==> src/rtl/dm_lsu_if.sv <==
// -----------------------------------------------------------------------------
// dm_lsu_if
// Bundles the signals around the load/store unit:
//   - pipeline request channel  (req_valid/req_ready + request fields)
//   - pipeline response channel (resp_valid/resp_ready + result fields)
//   - data memory port          (dm_addr/dm_rd/dm_wr/dm_wdata/dm_rdata)
// Modports:
//   slave  : the load/store unit itself (consumes requests, drives memory)
//   master : the environment around it (pipeline stage + data memory)
// -----------------------------------------------------------------------------
interface dm_lsu_if #(
    parameter int AW = 5
);
    // request channel
    logic          req_valid;
    logic          req_ready;
    logic          req_we;
    logic [1:0]    req_size;
    logic          req_sign;
    logic [31:0]   req_addr;
    logic [31:0]   req_wdata;

    // response channel
    logic          resp_valid;
    logic          resp_ready;
    logic [31:0]   resp_rdata;
    logic          resp_err;

    // data memory port
    logic [AW-1:0] dm_addr;
    logic          dm_rd;
    logic          dm_wr;
    logic [31:0]   dm_wdata;
    logic [31:0]   dm_rdata;

    modport slave (
        input  req_valid, req_we, req_size, req_sign, req_addr, req_wdata,
        input  resp_ready,
        input  dm_rdata,
        output req_ready,
        output resp_valid, resp_rdata, resp_err,
        output dm_addr, dm_rd, dm_wr, dm_wdata
    );

    modport master (
        output req_valid, req_we, req_size, req_sign, req_addr, req_wdata,
        output resp_ready,
        output dm_rdata,
        input  req_ready,
        input  resp_valid, resp_rdata, resp_err,
        input  dm_addr, dm_rd, dm_wr, dm_wdata
    );
endinterface

==> src/rtl/dm_lsu.sv <==
// -----------------------------------------------------------------------------
// dm_lsu
// Load/store unit in front of a word-organised data memory. Accepts byte,
// halfword and word loads/stores, converts byte addresses to word addresses,
// performs read-modify-write for sub-word stores and returns loads aligned
// and sign/zero-extended.
//
// Ports:
//   clk    : system clock, rising edge
//   rst_n  : asynchronous active-low reset
//   bus    : dm_lsu_if.slave
//            req_*  - request channel from the pipeline (valid/ready)
//            resp_* - response channel back to the pipeline (valid/ready)
//            dm_*   - data memory port (dm_rdata is combinational from dm_addr)
//
// All bus outputs are Moore outputs decoded from the registered state, so an
// asserted reset forces them to their idle values immediately.
// -----------------------------------------------------------------------------
module dm_lsu #(
    parameter int AW = 5
) (
    input  logic     clk,
    input  logic     rst_n,
    dm_lsu_if.slave  bus
);

    typedef enum logic [2:0] {
        S_IDLE,
        S_LOAD,
        S_RMW_RD,
        S_WRITE,
        S_ERR,
        S_RESP
    } state_t;

    state_t         state_reg;
    state_t         state_next;

    // Latched request
    logic [AW-1:0]  waddr_reg;
    logic [1:0]     off_reg;
    logic [1:0]     size_reg;
    logic           sign_reg;
    // Store data; overwritten with the merged word during RMW_RD so that
    // WRITE always drives this register regardless of store size.
    logic [31:0]    data_reg;

    // Response registers
    logic [31:0]    rdata_reg;
    logic           err_reg;

    // Combinational decodes
    logic           req_bad;
    logic [31:0]    lane_shifted;
    logic [31:0]    load_ext;
    logic [31:0]    merged;

    logic           ready_c;
    logic           rd_c;
    logic           wr_c;
    logic           resp_valid_c;

    // Upper request address bits are dropped on purpose (address wrap).
    logic           unused_addr_bits;
    assign unused_addr_bits = ^bus.req_addr[31:AW+2];

    // Misaligned or illegal-size request
    always_comb begin
        req_bad = 1'b0;
        case (bus.req_size)
            2'd0:    req_bad = 1'b0;
            2'd1:    req_bad = bus.req_addr[0];
            2'd2:    req_bad = (bus.req_addr[1:0] != 2'b00);
            default: req_bad = 1'b1;
        endcase
    end

    // -------------------------------------------------------------------------
    // State register
    // -------------------------------------------------------------------------
    always_ff @(posedge clk or negedge rst_n) begin
        if (!rst_n) begin
            state_reg <= S_IDLE;
        end else begin
            state_reg <= state_next;
        end
    end

    // -------------------------------------------------------------------------
    // Next-state and Moore output decode
    // -------------------------------------------------------------------------
    always_comb begin
        state_next   = state_reg;
        ready_c      = 1'b0;
        rd_c         = 1'b0;
        wr_c         = 1'b0;
        resp_valid_c = 1'b0;
        case (state_reg)
            S_IDLE: begin
                ready_c = 1'b1;
                if (bus.req_valid) begin
                    if (req_bad) begin
                        state_next = S_ERR;
                    end else if (!bus.req_we) begin
                        state_next = S_LOAD;
                    end else if (bus.req_size == 2'd2) begin
                        state_next = S_WRITE;
                    end else begin
                        state_next = S_RMW_RD;
                    end
                end
            end
            S_LOAD: begin
                rd_c       = 1'b1;
                state_next = S_RESP;
            end
            S_RMW_RD: begin
                rd_c       = 1'b1;
                state_next = S_WRITE;
            end
            S_WRITE: begin
                wr_c       = 1'b1;
                state_next = S_RESP;
            end
            S_ERR: begin
                state_next = S_RESP;
            end
            S_RESP: begin
                resp_valid_c = 1'b1;
                if (bus.resp_ready) begin
                    state_next = S_IDLE;
                end
            end
            default: begin
                state_next = S_IDLE;
            end
        endcase
    end

    // -------------------------------------------------------------------------
    // Load path: bring the addressed lane down to bit 0, then extend
    // -------------------------------------------------------------------------
    assign lane_shifted = bus.dm_rdata >> {off_reg, 3'b000};

    always_comb begin
        load_ext = lane_shifted;
        case (size_reg)
            2'd0:    load_ext = {{24{sign_reg & lane_shifted[7]}},  lane_shifted[7:0]};
            2'd1:    load_ext = {{16{sign_reg & lane_shifted[15]}}, lane_shifted[15:0]};
            default: load_ext = lane_shifted;
        endcase
    end

    // -------------------------------------------------------------------------
    // Store merge: each byte lane either takes the new store data or keeps
    // the byte read from memory. A half store covers the lane pair selected
    // by offset bit 1; its low byte goes to the even lane.
    // -------------------------------------------------------------------------
    genvar gi;
    generate
        for (gi = 0; gi < 4; gi++) begin : g_lane
            localparam logic [1:0] LANE = 2'(gi);
            logic       hit;
            logic [7:0] src;

            assign hit = (size_reg == 2'd0) ? (off_reg == LANE)
                                            : (off_reg[1] == LANE[1]);
            assign src = (size_reg != 2'd0 && LANE[0]) ? data_reg[15:8]
                                                       : data_reg[7:0];
            assign merged[8*gi +: 8] = hit ? src : bus.dm_rdata[8*gi +: 8];
        end
    endgenerate

    // -------------------------------------------------------------------------
    // Datapath registers
    // -------------------------------------------------------------------------
    always_ff @(posedge clk or negedge rst_n) begin
        if (!rst_n) begin
            waddr_reg <= '0;
            off_reg   <= 2'b00;
            size_reg  <= 2'b00;
            sign_reg  <= 1'b0;
            data_reg  <= 32'd0;
            rdata_reg <= 32'd0;
            err_reg   <= 1'b0;
        end else begin
            case (state_reg)
                S_IDLE: begin
                    if (bus.req_valid) begin
                        waddr_reg <= bus.req_addr[AW+1:2];
                        off_reg   <= bus.req_addr[1:0];
                        size_reg  <= bus.req_size;
                        sign_reg  <= bus.req_sign;
                        data_reg  <= bus.req_wdata;
                        rdata_reg <= 32'd0;
                        err_reg   <= 1'b0;
                    end
                end
                S_LOAD: begin
                    rdata_reg <= load_ext;
                end
                S_RMW_RD: begin
                    data_reg <= merged;
                end
                S_ERR: begin
                    rdata_reg <= 32'd0;
                    err_reg   <= 1'b1;
                end
                S_RESP: begin
                    // Response is held until consumed, then cleared.
                    if (bus.resp_ready) begin
                        rdata_reg <= 32'd0;
                        err_reg   <= 1'b0;
                    end
                end
                default: begin
                end
            endcase
        end
    end

    // -------------------------------------------------------------------------
    // Outputs
    // -------------------------------------------------------------------------
    assign bus.req_ready  = ready_c;
    assign bus.resp_valid = resp_valid_c;
    assign bus.resp_rdata = rdata_reg;
    assign bus.resp_err   = err_reg;
    assign bus.dm_addr    = (state_reg != S_IDLE) ? waddr_reg : '0;
    assign bus.dm_rd      = rd_c;
    assign bus.dm_wr      = wr_c;
    assign bus.dm_wdata   = wr_c ? data_reg : 32'd0;

endmodule

==> src/flat_wrapper.sv <==
// flat-port wrapper written by rule: the top's interface ports become plain ports
module dm_lsu_flat 
#(
    parameter int AW = 5
)
  (clk, rst_n, bus_req_valid, bus_req_we, bus_req_size, bus_req_sign, bus_req_addr, bus_req_wdata, bus_resp_ready, bus_dm_rdata, bus_req_ready, bus_resp_valid, bus_resp_rdata, bus_resp_err, bus_dm_addr, bus_dm_rd, bus_dm_wr, bus_dm_wdata);
  dm_lsu_if #(.AW(AW)) bus_i ();
  input  logic clk;
  input  logic rst_n;
  input wire logic [$bits(bus_i.req_valid)-1:0] bus_req_valid;
  input wire logic [$bits(bus_i.req_we)-1:0] bus_req_we;
  input wire logic [$bits(bus_i.req_size)-1:0] bus_req_size;
  input wire logic [$bits(bus_i.req_sign)-1:0] bus_req_sign;
  input wire logic [$bits(bus_i.req_addr)-1:0] bus_req_addr;
  input wire logic [$bits(bus_i.req_wdata)-1:0] bus_req_wdata;
  input wire logic [$bits(bus_i.resp_ready)-1:0] bus_resp_ready;
  input wire logic [$bits(bus_i.dm_rdata)-1:0] bus_dm_rdata;
  output wire logic [$bits(bus_i.req_ready)-1:0] bus_req_ready;
  output wire logic [$bits(bus_i.resp_valid)-1:0] bus_resp_valid;
  output wire logic [$bits(bus_i.resp_rdata)-1:0] bus_resp_rdata;
  output wire logic [$bits(bus_i.resp_err)-1:0] bus_resp_err;
  output wire logic [$bits(bus_i.dm_addr)-1:0] bus_dm_addr;
  output wire logic [$bits(bus_i.dm_rd)-1:0] bus_dm_rd;
  output wire logic [$bits(bus_i.dm_wr)-1:0] bus_dm_wr;
  output wire logic [$bits(bus_i.dm_wdata)-1:0] bus_dm_wdata;
  assign bus_i.req_valid = bus_req_valid;
  assign bus_i.req_we = bus_req_we;
  assign bus_i.req_size = bus_req_size;
  assign bus_i.req_sign = bus_req_sign;
  assign bus_i.req_addr = bus_req_addr;
  assign bus_i.req_wdata = bus_req_wdata;
  assign bus_i.resp_ready = bus_resp_ready;
  assign bus_i.dm_rdata = bus_dm_rdata;
  assign bus_req_ready = bus_i.req_ready;
  assign bus_resp_valid = bus_i.resp_valid;
  assign bus_resp_rdata = bus_i.resp_rdata;
  assign bus_resp_err = bus_i.resp_err;
  assign bus_dm_addr = bus_i.dm_addr;
  assign bus_dm_rd = bus_i.dm_rd;
  assign bus_dm_wr = bus_i.dm_wr;
  assign bus_dm_wdata = bus_i.dm_wdata;
  dm_lsu #(.AW(AW)) u_core (.clk(clk), .rst_n(rst_n), .bus(bus_i));
endmodule
==> config.mk <==
export PLATFORM = sky130hd
export DESIGN_NAME = dm_lsu_flat
export DESIGN_NICKNAME = d
export VERILOG_FILES = /design/src/rtl/dm_lsu_if.sv /design/src/rtl/dm_lsu.sv /design/src/flat_wrapper.sv
export SDC_FILE = /design/constraint.sdc
export NUM_CORES = 1
export LEC_CHECK = 0
export CORE_UTILIZATION = 44
export CTS_CLUSTER_SIZE = 40
export DETAILED_ROUTE_END_ITERATION = 8
export GPL_TIMING_DRIVEN = 0
export PLACE_DENSITY = 0.83
export SETUP_SLACK_MARGIN = 0.15
export SLEW_MARGIN = 10
export SYNTH_ARGS = -nofsm -noshare
export SYNTH_HDL_FRONTEND = slang
export SYNTH_SLANG_ARGS = --single-unit
==> constraint.sdc <==
create_clock -name clk -period 2.4 [get_ports clk]
set_input_delay 0.48 -clock clk [delete_from_list [all_inputs] [get_ports clk]]
set_output_delay 0.48 -clock clk [all_outputs]
set_load 0.01 [all_outputs]
==> results of run 1 <==
-- worst max path at each step --
stage / endpoint / cells past startpoint / slack, ps / start
2_1_floorplan: bus_dm_rd / 4 / 630 / u_core.state_reg[0]$_DFFE_PN0P_
3_3_place_gp: u_core.waddr_reg[4]$_DFFE_PN0P_ / 1 / -1780 / rst_n
3_5_place_dp: bus_dm_wdata[19] / 5 / -330 / u_core.state_reg[0]$_DFFE_PN0P_
4_1_cts: bus_dm_wdata[19] / 6 / 100 / u_core.state_reg[2]$_DFFE_PN0P_
5_1_grt: bus_dm_wdata[11] / 6 / 130 / u_core.state_reg[2]$_DFFE_PN0P_
6_report: bus_dm_wdata[20] / 7 / 180 / u_core.state_reg[0]$_DFFE_PN0P_
-- per-stage QoR --
step	power, mW	cells	util [%]
floorplan	4.38	467	-
global placement	5.76	751	62.8
detailed placement	5.88	752	63.0
CTS	7.16	780	66.7
global route	7.72	783	66.0
finish	7.34	783	66.0
-- cells in the final DEF, fill, tap and decap left out, drive strengths merged, types with 2 or more instances in the layout --
| cell | Yosys | routed |
|---|---|---|
| inv | 10 | 12 |
| buf | 18 | 36 |
| dfrtp | 78 | 78 |
| clkbuf | 23 | 62 |
| a21oi | 33 | 33 |
| clkinvlp | 0 | 3 |
| and3 | 34 | 34 |
| clkdlybuf4s50 | 0 | 109 |
| nand2 | 23 | 23 |
| a22oi | 17 | 17 |
| o22a | 8 | 8 |
| o221ai | 9 | 9 |
| a22o | 8 | 8 |
| nor2b | 15 | 15 |
| nor3b | 4 | 4 |
| and2 | 3 | 3 |
| o22ai | 16 | 16 |
| o211ai | 8 | 8 |
| nor4b | 2 | 2 |
| nand3 | 3 | 3 |
| a221oi | 9 | 9 |
| dlygate4sd2 | 0 | 7 |
| or2 | 2 | 2 |
| o21ai | 36 | 36 |
| nor2 | 29 | 29 |
| mux2i | 8 | 8 |
| nor3 | 9 | 9 |
| clkdlybuf4s15 | 0 | 4 |
| mux2 | 27 | 27 |
| clkinv | 2 | 2 |
| a221o | 24 | 24 |
-- what timing repair did --
action / 4_1_cts / 5_1_grt
hold endpoints to repair: 0 / 0
endpoints found under the setup margin: 41 / 55
pin swaps: 1 / 1
buffers inserted: 9 / 3
cloned: 3 / 0
gates resized for setup: 97 / 50
-- power by group --
part           total [mW]  switching [mW]  internal, mW
clock network        1.04           0.547         0.488
logic                4.02            2.12          1.90
registers            2.28           0.451          1.83
-- per-layer routing --
layer  vias to the layer above  GRT usage, %  share of wire, %
met5                         -             0                 0
met3                        69          5.73               9.0
met4                         0          17.3               4.7
li1                       2145             -                 -
met1                      2347          43.5                42
met2                       315          47.6                44
-- kinds of logic after synthesis --
group,count (synthesis)
multiplexers,35
XOR/XNOR,1
buffers and inverters,53
AO/OA/AOI/OAI,174
AND/OR/NAND/NOR,126
flip-flops,78
-- final cells by class --
type | instances | share of cell area, %
inverters | 12 | 0.689
well taps | 133 | 2.54
plain buffers | 41 | 4.23
flip-flops and latches | 78 | 29.8
clock inverters | 6 | 1.07
multi-input cells | 336 | 36.3
repair buffers | 167 | 23.3
clock buffers | 10 | 1.95
==> flow_summary_export.csv, run 1 <==
group,metric,value,unit
run_status,status,"finished, final reports clean",
critical_path,crit_chain,"buf_6 > nor2b_4 > buf_4 > buf_8 > buf_4 > and3_1 > buf_2",
timing,slew_headroom,54.5,%
logic_synthesis,synth-seq-cells,78,
logic_synthesis,synth-adder-area-share,0,%
timing,hold_viol,0,
global_route,grt_max_degree,45,
critical_path,critPathBufInv,5,
critical_path,r2r-start,"u_core.state_reg[0]$_DFFE_PN0P_",
global_route,grt_first_pass_wirelength,26400,um
clocking,htreeDepth,3,
pwr,ir_worst_vdd,0.553,mV
floorplanning,die-height,104,um
timing,tightest_slew,682,ps
logic_synthesis,yosys.area.top_type,"dfrtp_1",
critical_path,crit_required,1920,ps
final_layout,design_area,0.00654,mm^2
final_layout,seq_area,0.00195,mm^2
job,cap_violations,0,
timing,post-route-min-period,2220,ps
critical_path,reg2reg_depth,7,
pwr,p_leak,2.88,nW
clocking,numCtsBuffers,9,
timing,slew_violations,0,
logic_synthesis,yosys.area_share.simple,15.6,%
logic_synthesis,syn_area_per_cell,9.73,um^2
global_route,antenna_found_initial,0,
routing,drt_wl_total,16900,um
hold_path,holdCritPathClass,"input pin to asynchronous set/reset pin",
logic_synthesis,synth-edff-count,0,
logic_synthesis,synth_top_area_share,42.9,%
routing,drt_iter0_drc,498,
logic_synthesis,ys_seq_area_share,42.9,%
logic_synthesis,synth_flop_cell,"dfrtp_1",
final_layout,fillers,819,
critical_path,crit_top_cell,"buf_4",
global_route,grt_pass1_vias,4821,
critical_path,crit_fanout,4,
logic_synthesis,async_reset_ff_share,100,%
timing,rsz0062_at_grt,"true",
placement,gp_routability_congestion,0.969,
logic_synthesis,synth_top_family_by_area,"compound AO/OA/AOI/OAI gates",
critical_path,worstReg2RegEnd,"u_core.data_reg[2]$_DFFE_PN0P_",
floorplanning,die_w,104,um
logic_synthesis,synth_warnings,0,
critical_path,reg2reg_setup_slack,220,ps
clocking,cts.clk_slew.worst_paths,90,ps
placement,place_ws,-331,ps
timing,fin_crit_sh,92.7,%
logic_synthesis,syn_nets,571,
floorplanning,num_rows,36,
logic_synthesis,synth_common_cells,"dfrtp_1, and3_1, o21ai_0",
routing,vias,4876,
floorplanning,core_area,0.00991,mm^2
logic_synthesis,yosysMostFrequentCell,"dfrtp_1",
clocking,clock-sinks,78,
placement,io_buffers,151,
critical_path,crit_path_start_kind,"register",
placement,hpwlAfterDp,12500,um
timing,timing.setup.tns,0,ps
logic_synthesis,synth-compound-area-share,27.4,%
logic_synthesis,muxShareOfSynthArea,8.45,%
routing,wl_per_cell,21.6,um
clocking,clock_latency,370,ps
final_layout,area_growth_syn_to_layout,43.9,%
floorplanning,initial_core_util,45.9,%
critical_path,path_class,"register to output port",
clocking,cts_buffer_depth,2,
critical_path,critPathSlowestCell,"dfrtp_1",
timing,max_freq,0.449,GHz
critical_path,arrival,1740,ps
timing,setup_violations,0,
timing,finalClockSkew,10.2,ps
logic_synthesis,syn-cell-area,0.00455,mm^2
final_layout,multi_input_area,0.00238,mm^2
floorplanning,dieArea,0.0107,mm^2
routing,via_per_inst,6.23,
global_route,grt_usage,31.8,%
routing,ant_nets,0,
timing,fin_ws,175,ps
placement,dpl_cell_area,0.00624,mm^2
routing,drtPass1Iterations,5,
clocking,cts_hold_buf,0,
critical_path,slowest_delay,420,ps
timing,holdWs,54.7,ps
final_layout,layout-drive-gt1-share,21.4,%
logic_synthesis,ys_types,48,
critical_path,path_delay_family,"buffers and inverters",
logic_synthesis,synthTopCellsByArea,"dfrtp_1, mux2_2, and3_1",
global_route,grt-ovfl-total,0,
final_layout,fin_nets,749,
final_layout,n_antenna_cell,0,
logic_synthesis,synthXorXnorAreaFrac,0.193,%
pwr,power_density,1120,mW/mm^2
clocking,root_buffer,"clkbuf_8",
routing,drc,0,
logic_synthesis,synth_cells,467,
floorplanning,ios,178,
critical_path,worstSetupEndpointType,"output port",
clocking,cts_tree,"built",
Power figures use the tool's default switching activity.
==> inputs of run 2 (changes only) <==
- MAX_ROUTING_LAYER: default -> met4
- TNS_END_PERCENT: default -> 1
==> run 2 against run 1 <==
  * Non-clock buffer count up 7
  * First-iteration DRC count down 0.40%
  * Sequential power about the same
  * Register-to-register slack about the same
  * Hold slack better by 4.8 ps
  * Cell area up 1.2%
  * Global-route usage up 1.0 points
  * Critical path depth up 1
  * Clock skew down 0.67 ps
  * Clock power down 7%
  * Total power down 0.21%
  * Final cell count up 0.64%
==> flow_summary_export.csv, run 2 (synthesized netlist as in run 1, its figures left out) <==
group,metric,value,unit
final_layout,layout-drive-gt1-share,20.2,%
routing,drc,0,
job,cap_violations,0,
final_layout,design_area,0.00662,mm^2
timing,max_freq,0.426,GHz
floorplanning,dieArea,0.0107,mm^2
clocking,numCtsBuffers,9,
placement,io_buffers,151,
global_route,grt_first_pass_wirelength,26500,um
timing,finalClockSkew,9.51,ps
critical_path,crit_fanout,7,
pwr,power_switching,3.07,mW
floorplanning,core_area,0.00991,mm^2
clocking,clock_latency,360,ps
final_layout,layout_commonest_cell,"clkdlybuf4s50_1",
final_layout,n_antenna_cell,0,
floorplanning,die_w,104,um
timing,fin_crit_sh,97.8,%
placement,hpwlAfterDp,12500,um
timing,rsz0062_at_grt,"true",
placement,place_ws,-313,ps
final_layout,area_growth_syn_to_layout,45.6,%
clocking,root_buffer,"clkbuf_8",
routing,drt_iter0_drc,496,
clocking,cts.clk_slew.worst_paths,80,ps
timing,hold_viol,0,
critical_path,crit_required,1920,ps
run_status,status,"finished, final reports clean",
floorplanning,ios,178,
final_layout,fin_nets,756,
pwr,power_density,1110,mW/mm^2
final_layout,seq_area,0.00195,mm^2
routing,ant_nets,0,
hold_path,holdCritPathClass,"input pin to asynchronous set/reset pin",
timing,slew_headroom,47.3,%
routing,drt_wl_total,17000,um
final_layout,fin_util,66.8,%
floorplanning,die-height,104,um
routing,via_per_inst,6.15,
pwr,seqPwrFrac,31.3,%
routing,wl_per_cell,21.6,um
timing,holdWs,59.4,ps
timing,fin_ws,52.7,ps
timing,slew_violations,0,
final_layout,fillers,814,
floorplanning,num_rows,36,
routing,drtPass1Iterations,8,
critical_path,worstSetupEndpointType,"output port",
clocking,cts_buffer_depth,2,
routing,vias,4849,
global_route,grt_pass1_vias,4700,
placement,dpl_cell_area,0.00625,mm^2
global_route,grt_usage,32.8,%
pwr,p_int,4.25,mW
pwr,p_leak,2.97,nW
critical_path,arrival,1870,ps
pwr,combinationalPowerShare,55.4,%
clocking,clock-sinks,78,
final_layout,multi_input_area,0.00238,mm^2
global_route,grt-ovfl-total,0,
floorplanning,initial_core_util,45.9,%
pwr,p_sw_share,41.9,%
global_route,grt_max_degree,46,
final_layout,final_cell_mix,"clkdlybuf4s50_1, dfrtp_1, o21ai_0, and3_1, a21oi_1",
pwr,clkPwrFrac,13.3,%
critical_path,path_class,"register to output port",
pwr,ir_worst_vdd,0.649,mV
pwr,finalPower,7.32,mW
clocking,htreeDepth,3,
critical_path,crit_path_start_kind,"register",
timing,setup_violations,0,
placement,gp_routability_congestion,0.971,
timing,tightest_slew,785,ps
clocking,cts_tree,"built",
global_route,antenna_found_initial,0,
timing,post-route-min-period,2350,ps
==> run 2: changes by cell type in the layout (fill, tap and decap cells not counted), moves of 3 or more <==
cell / previous run / this run
buf_2: 12 / 26
and3_4: 0 / 3
dlygate4sd2_1: 7 / 22
buf_4: 12 / 18
clkbuf_2: 27 / 0
buf_6: 7 / 11
clkinv_2: 0 / 3
clkdlybuf4s15_1: 4 / 0
o21ai_2: 3 / 0
and3_1: 34 / 31
==> run 2: final timing paths <==
check | cells past startpoint | slack [ps] | endpoint | startpoint
worst max-delay path | 8 | 50 | bus_dm_wdata[16] | u_core.state_reg[0]$_DFFE_PN0P_
min in group clk | 2 | 500 | u_core.bus.resp_rdata[2]$_DFFE_PN0P_ | u_core.bus.resp_rdata[2]$_DFFE_PN0P_
max in group asynchronous | 2 | 1750 | u_core.size_reg[0]$_DFFE_PN0P_ | rst_n
worst max register to register | 5 | 220 | u_core.data_reg[19]$_DFFE_PN0P_ | u_core.size_reg[0]$_DFFE_PN0P_
worst min register to register | 2 | 500 | u_core.bus.resp_rdata[2]$_DFFE_PN0P_ | u_core.bus.resp_rdata[2]$_DFFE_PN0P_
worst min-delay path | 1 | 60 | u_core.bus.resp_rdata[31]$_DFFE_PN0P_ | rst_n
==> run 2: cell type report <==
type,instances,share of cell area [%]
Clock buffer,9,1.87
Inverter,12,0.681
Sequential cell,78,29.5
Clock inverter,5,0.794
Timing Repair Buffer,174,24.7
Multi-Input combinational cell,336,36.0
Buffer,41,4.01
Tap cell,133,2.51
==> run 2: critical path, stage by stage, from the launching register on <==
cell and delay [ps]:
dfrtp_1 410, buf_6 150, nor2b_4 140, buf_12 140, clkbuf_8 130, buf_4 120
buf_4 130, and3_4 160, buf_2 130
==> run 2: timing repair <==
action | 4_1_cts | 5_1_grt
endpoints found under the setup margin | 41 | 58
buffers inserted | 14 | 5
pin swaps | 1 | 0
resized for setup | 125 | 7
gates cloned | 3 | 0
hold buffers | 0 | 0
==> run 2: stage by stage <==
| step | cells | TNS [ps] |
|---|---|---|
| after global routing | 788 | 0 |
| final | 788 | 0 |
| after floorplan | 467 | 0 |
| after CTS | 783 | -10.3 |
| after detailed placement | 752 | -8270 |
| after global placement | 751 | -148810 |
==> run 2: power by group through the flow <==
stage          clock, mW  combinational (mW)  sequential [mW]
6_report           0.971                4.06             2.29
5_1_grt             1.02                4.34             2.34
4_1_cts            0.966                3.92             2.26
3_5_place_dp           0                3.60             2.28
3_3_place_gp           0                3.52             2.25
2_1_floorplan          0                2.15             2.23
==> run 2: metal layers <==
metal	wire length, um	track usage, %	share of wire [%]	vias up
met5	0	-	0	-
met4	589	14.0	3.5	0
met3	1460	5.16	8.6	53
met2	7910	49.7	46	311
met1	7090	43.6	42	2322
li1	-	-	-	2163
==> inputs of run 3 (changes only) <==
- CORE_UTILIZATION: 44 -> 48
- PLACE_DENSITY: 0.83 -> 0.89
- SLEW_MARGIN: 10 -> default
- clock period: 2.4 -> 2.8 ns (I/O delays scaled with it)
==> run 3 against run 2 <==
  * Wire length down 2.5%
  * Critical path depth is 3 lower
  * First-iteration DRC count is 4.8% higher
  * Largest cell class unchanged
  * Clock skew up 0.97 ps
==> flow_summary_export.csv, run 3 (synthesized netlist as in run 1, its figures left out) <==
group,metric,value,unit
pwr,ir_worst_vdd,0.724,mV
floorplanning,die_w,99.3,um
timing,hold_viol,0,
global_route,grt-ovfl-total,0,
hold_path,holdCritPathClass,"input pin to asynchronous set/reset pin",
global_route,grt_max_degree,58,
critical_path,crit_required,2240,ps
critical_path,crit_path_start_kind,"register",
pwr,combinationalPowerShare,52.4,%
final_layout,n_antenna_cell,0,
clocking,cts_hold_buf,0,
routing,drtPass1Iterations,6,
placement,io_buffers,151,
placement,dpl_cell_area,0.00622,mm^2
routing,wl_per_cell,22.3,um
timing,timing.setup.tns,0,ps
placement,gp_routability_congestion,0.983,
timing,slew_violations,0,
clocking,cts_tree,"built",
timing,max_freq,0.365,GHz
global_route,grt_pass1_vias,4544,
placement,hpwlAfterDp,12900,um
final_layout,design_area,0.00649,mm^2
final_layout,final_cell_mix,"clkdlybuf4s50_1, dfrtp_1, and3_1, o21ai_0, a21oi_1",
timing,fin_crit_sh,97.8,%
run_status,status,"finished, final reports clean",
global_route,grt_first_pass_wirelength,25000,um
timing,slew_headroom,43.7,%
pwr,finalPower,6.11,mW
timing,rsz0062_at_grt,"true",
final_layout,seq_area,0.00195,mm^2
floorplanning,die-height,99.3,um
critical_path,path_class,"register to output port",
routing,drt_wl_total,16600,um
routing,drc,0,
final_layout,fillers,736,
routing,drt_iter0_drc,520,
timing,holdWs,94.7,ps
final_layout,multi_input_area,0.00235,mm^2
pwr,p_int,3.59,mW
pwr,seqPwrFrac,31.8,%
job,cap_violations,0,
clocking,clock_latency,350,ps
routing,ant_nets,0,
pwr,power_switching,2.52,mW
routing,via_per_inst,6.35,
final_layout,final_cells,746,
final_layout,layout-drive-gt1-share,14.0,%
pwr,clkPwrFrac,15.8,%
clocking,numCtsBuffers,9,
global_route,antenna_found_initial,0,
timing,tightest_slew,844,ps
pwr,power_density,942,mW/mm^2
floorplanning,dieArea,0.00986,mm^2
timing,finalClockSkew,10.5,ps
routing,vias,4739,
floorplanning,num_rows,35,
clocking,cts.clk_slew.worst_paths,80,ps
clocking,htreeDepth,3,
floorplanning,ios,178,
timing,post-route-min-period,2740,ps
critical_path,worstSetupEndpointType,"output port",
final_layout,fin_nets,735,
final_layout,area_growth_syn_to_layout,42.7,%
clocking,root_buffer,"clkbuf_8",
critical_path,crit_fanout,10,
placement,dp.cells,730,
critical_path,arrival,2180,ps
global_route,grt_usage,34.6,%
pwr,p_sw_share,41.2,%
final_layout,layout_commonest_cell,"clkdlybuf4s50_1",
timing,setup_violations,0,
clocking,clock-sinks,78,
pwr,p_leak,2.79,nW
floorplanning,initial_core_util,49.4,%
floorplanning,core_area,0.00920,mm^2
clocking,cts_buffer_depth,2,
run 3: cell count changes in the layout (fill, tap and decap cells not counted), moves of 5 or more:
cell / change
buf_2: -16
buf_4: -12
buf_6: -7
clkbuf_8: -5
clkdlybuf4s50_1: +37
dlygate4sd2_1: -22
run 3: cell type report:
class,instances,share of cell area (%)
Multi-Input combinational cell,336,36.3
Sequential cell,78,30.1
Timing Repair Buffer,155,24.1
Buffer,39,3.22
Clock buffer,11,2.33
Tap cell,111,2.14
Clock inverter,4,1.08
Inverter,12,0.694
run 3: repair_timing:
item,in CTS,in global routing
pin swaps,0,1
endpoints found under the setup margin,35,37
buffers inserted,0,3
gates resized for setup,5,14
run 3: worst max-delay path, stage by stage (launching register included):
cell,delay (ps)
dfrtp_1,400
clkbuf_4,210
nor2b_4,230
clkbuf_4,250
and3_1,180
clkdlybuf4s50_1,550
run 3: final timing paths:
kind	to	startpoint	slack, ps	cells past startpoint
worst max register to register	u_core.data_reg[27]$_DFFE_PN0P_	u_core.off_reg[1]$_DFFE_PN0P_	540	5
worst min-delay path	u_core.data_reg[11]$_DFFE_PN0P_	rst_n	90	1
worst min register to register	u_core.bus.resp_rdata[1]$_DFFE_PN0P_	u_core.bus.resp_rdata[1]$_DFFE_PN0P_	490	2
worst max-delay path	bus_dm_wdata[17]	u_core.state_reg[2]$_DFFE_PN0P_	60	5
max in group asynchronous	u_core.waddr_reg[0]$_DFFE_PN0P_	rst_n	2120	2
min in group clk	u_core.bus.resp_rdata[1]$_DFFE_PN0P_	u_core.bus.resp_rdata[1]$_DFFE_PN0P_	490	2
run 3: metal layers:
layer  vias up  wire (um)  track usage (%)
met4         0        573             15.7
met2       304       7980             53.6
met3        47       1240             3.94
met1      2279       6820             45.9
met5         -          0                -
li1       2109          -                -
run 3: power groups by stage:
stage	Sequential, mW	Clock [mW]	Combinational, mW
after detailed placement	1.95	0	3.10
after CTS	1.93	0.971	3.12
after global routing	1.99	1.01	3.43
final	1.95	0.964	3.20
after global placement	1.92	0	3.03
after floorplan	1.91	0	1.84
run 3: stage by stage:
stage	worst slack, ps	utilization [%]
2_1_floorplan	955	-
3_3_place_gp	-1450	67.4
3_5_place_dp	-7.15	67.6
4_1_cts	6.43	70.1
5_1_grt	8.04	70.5
6_report	61.4	70.5
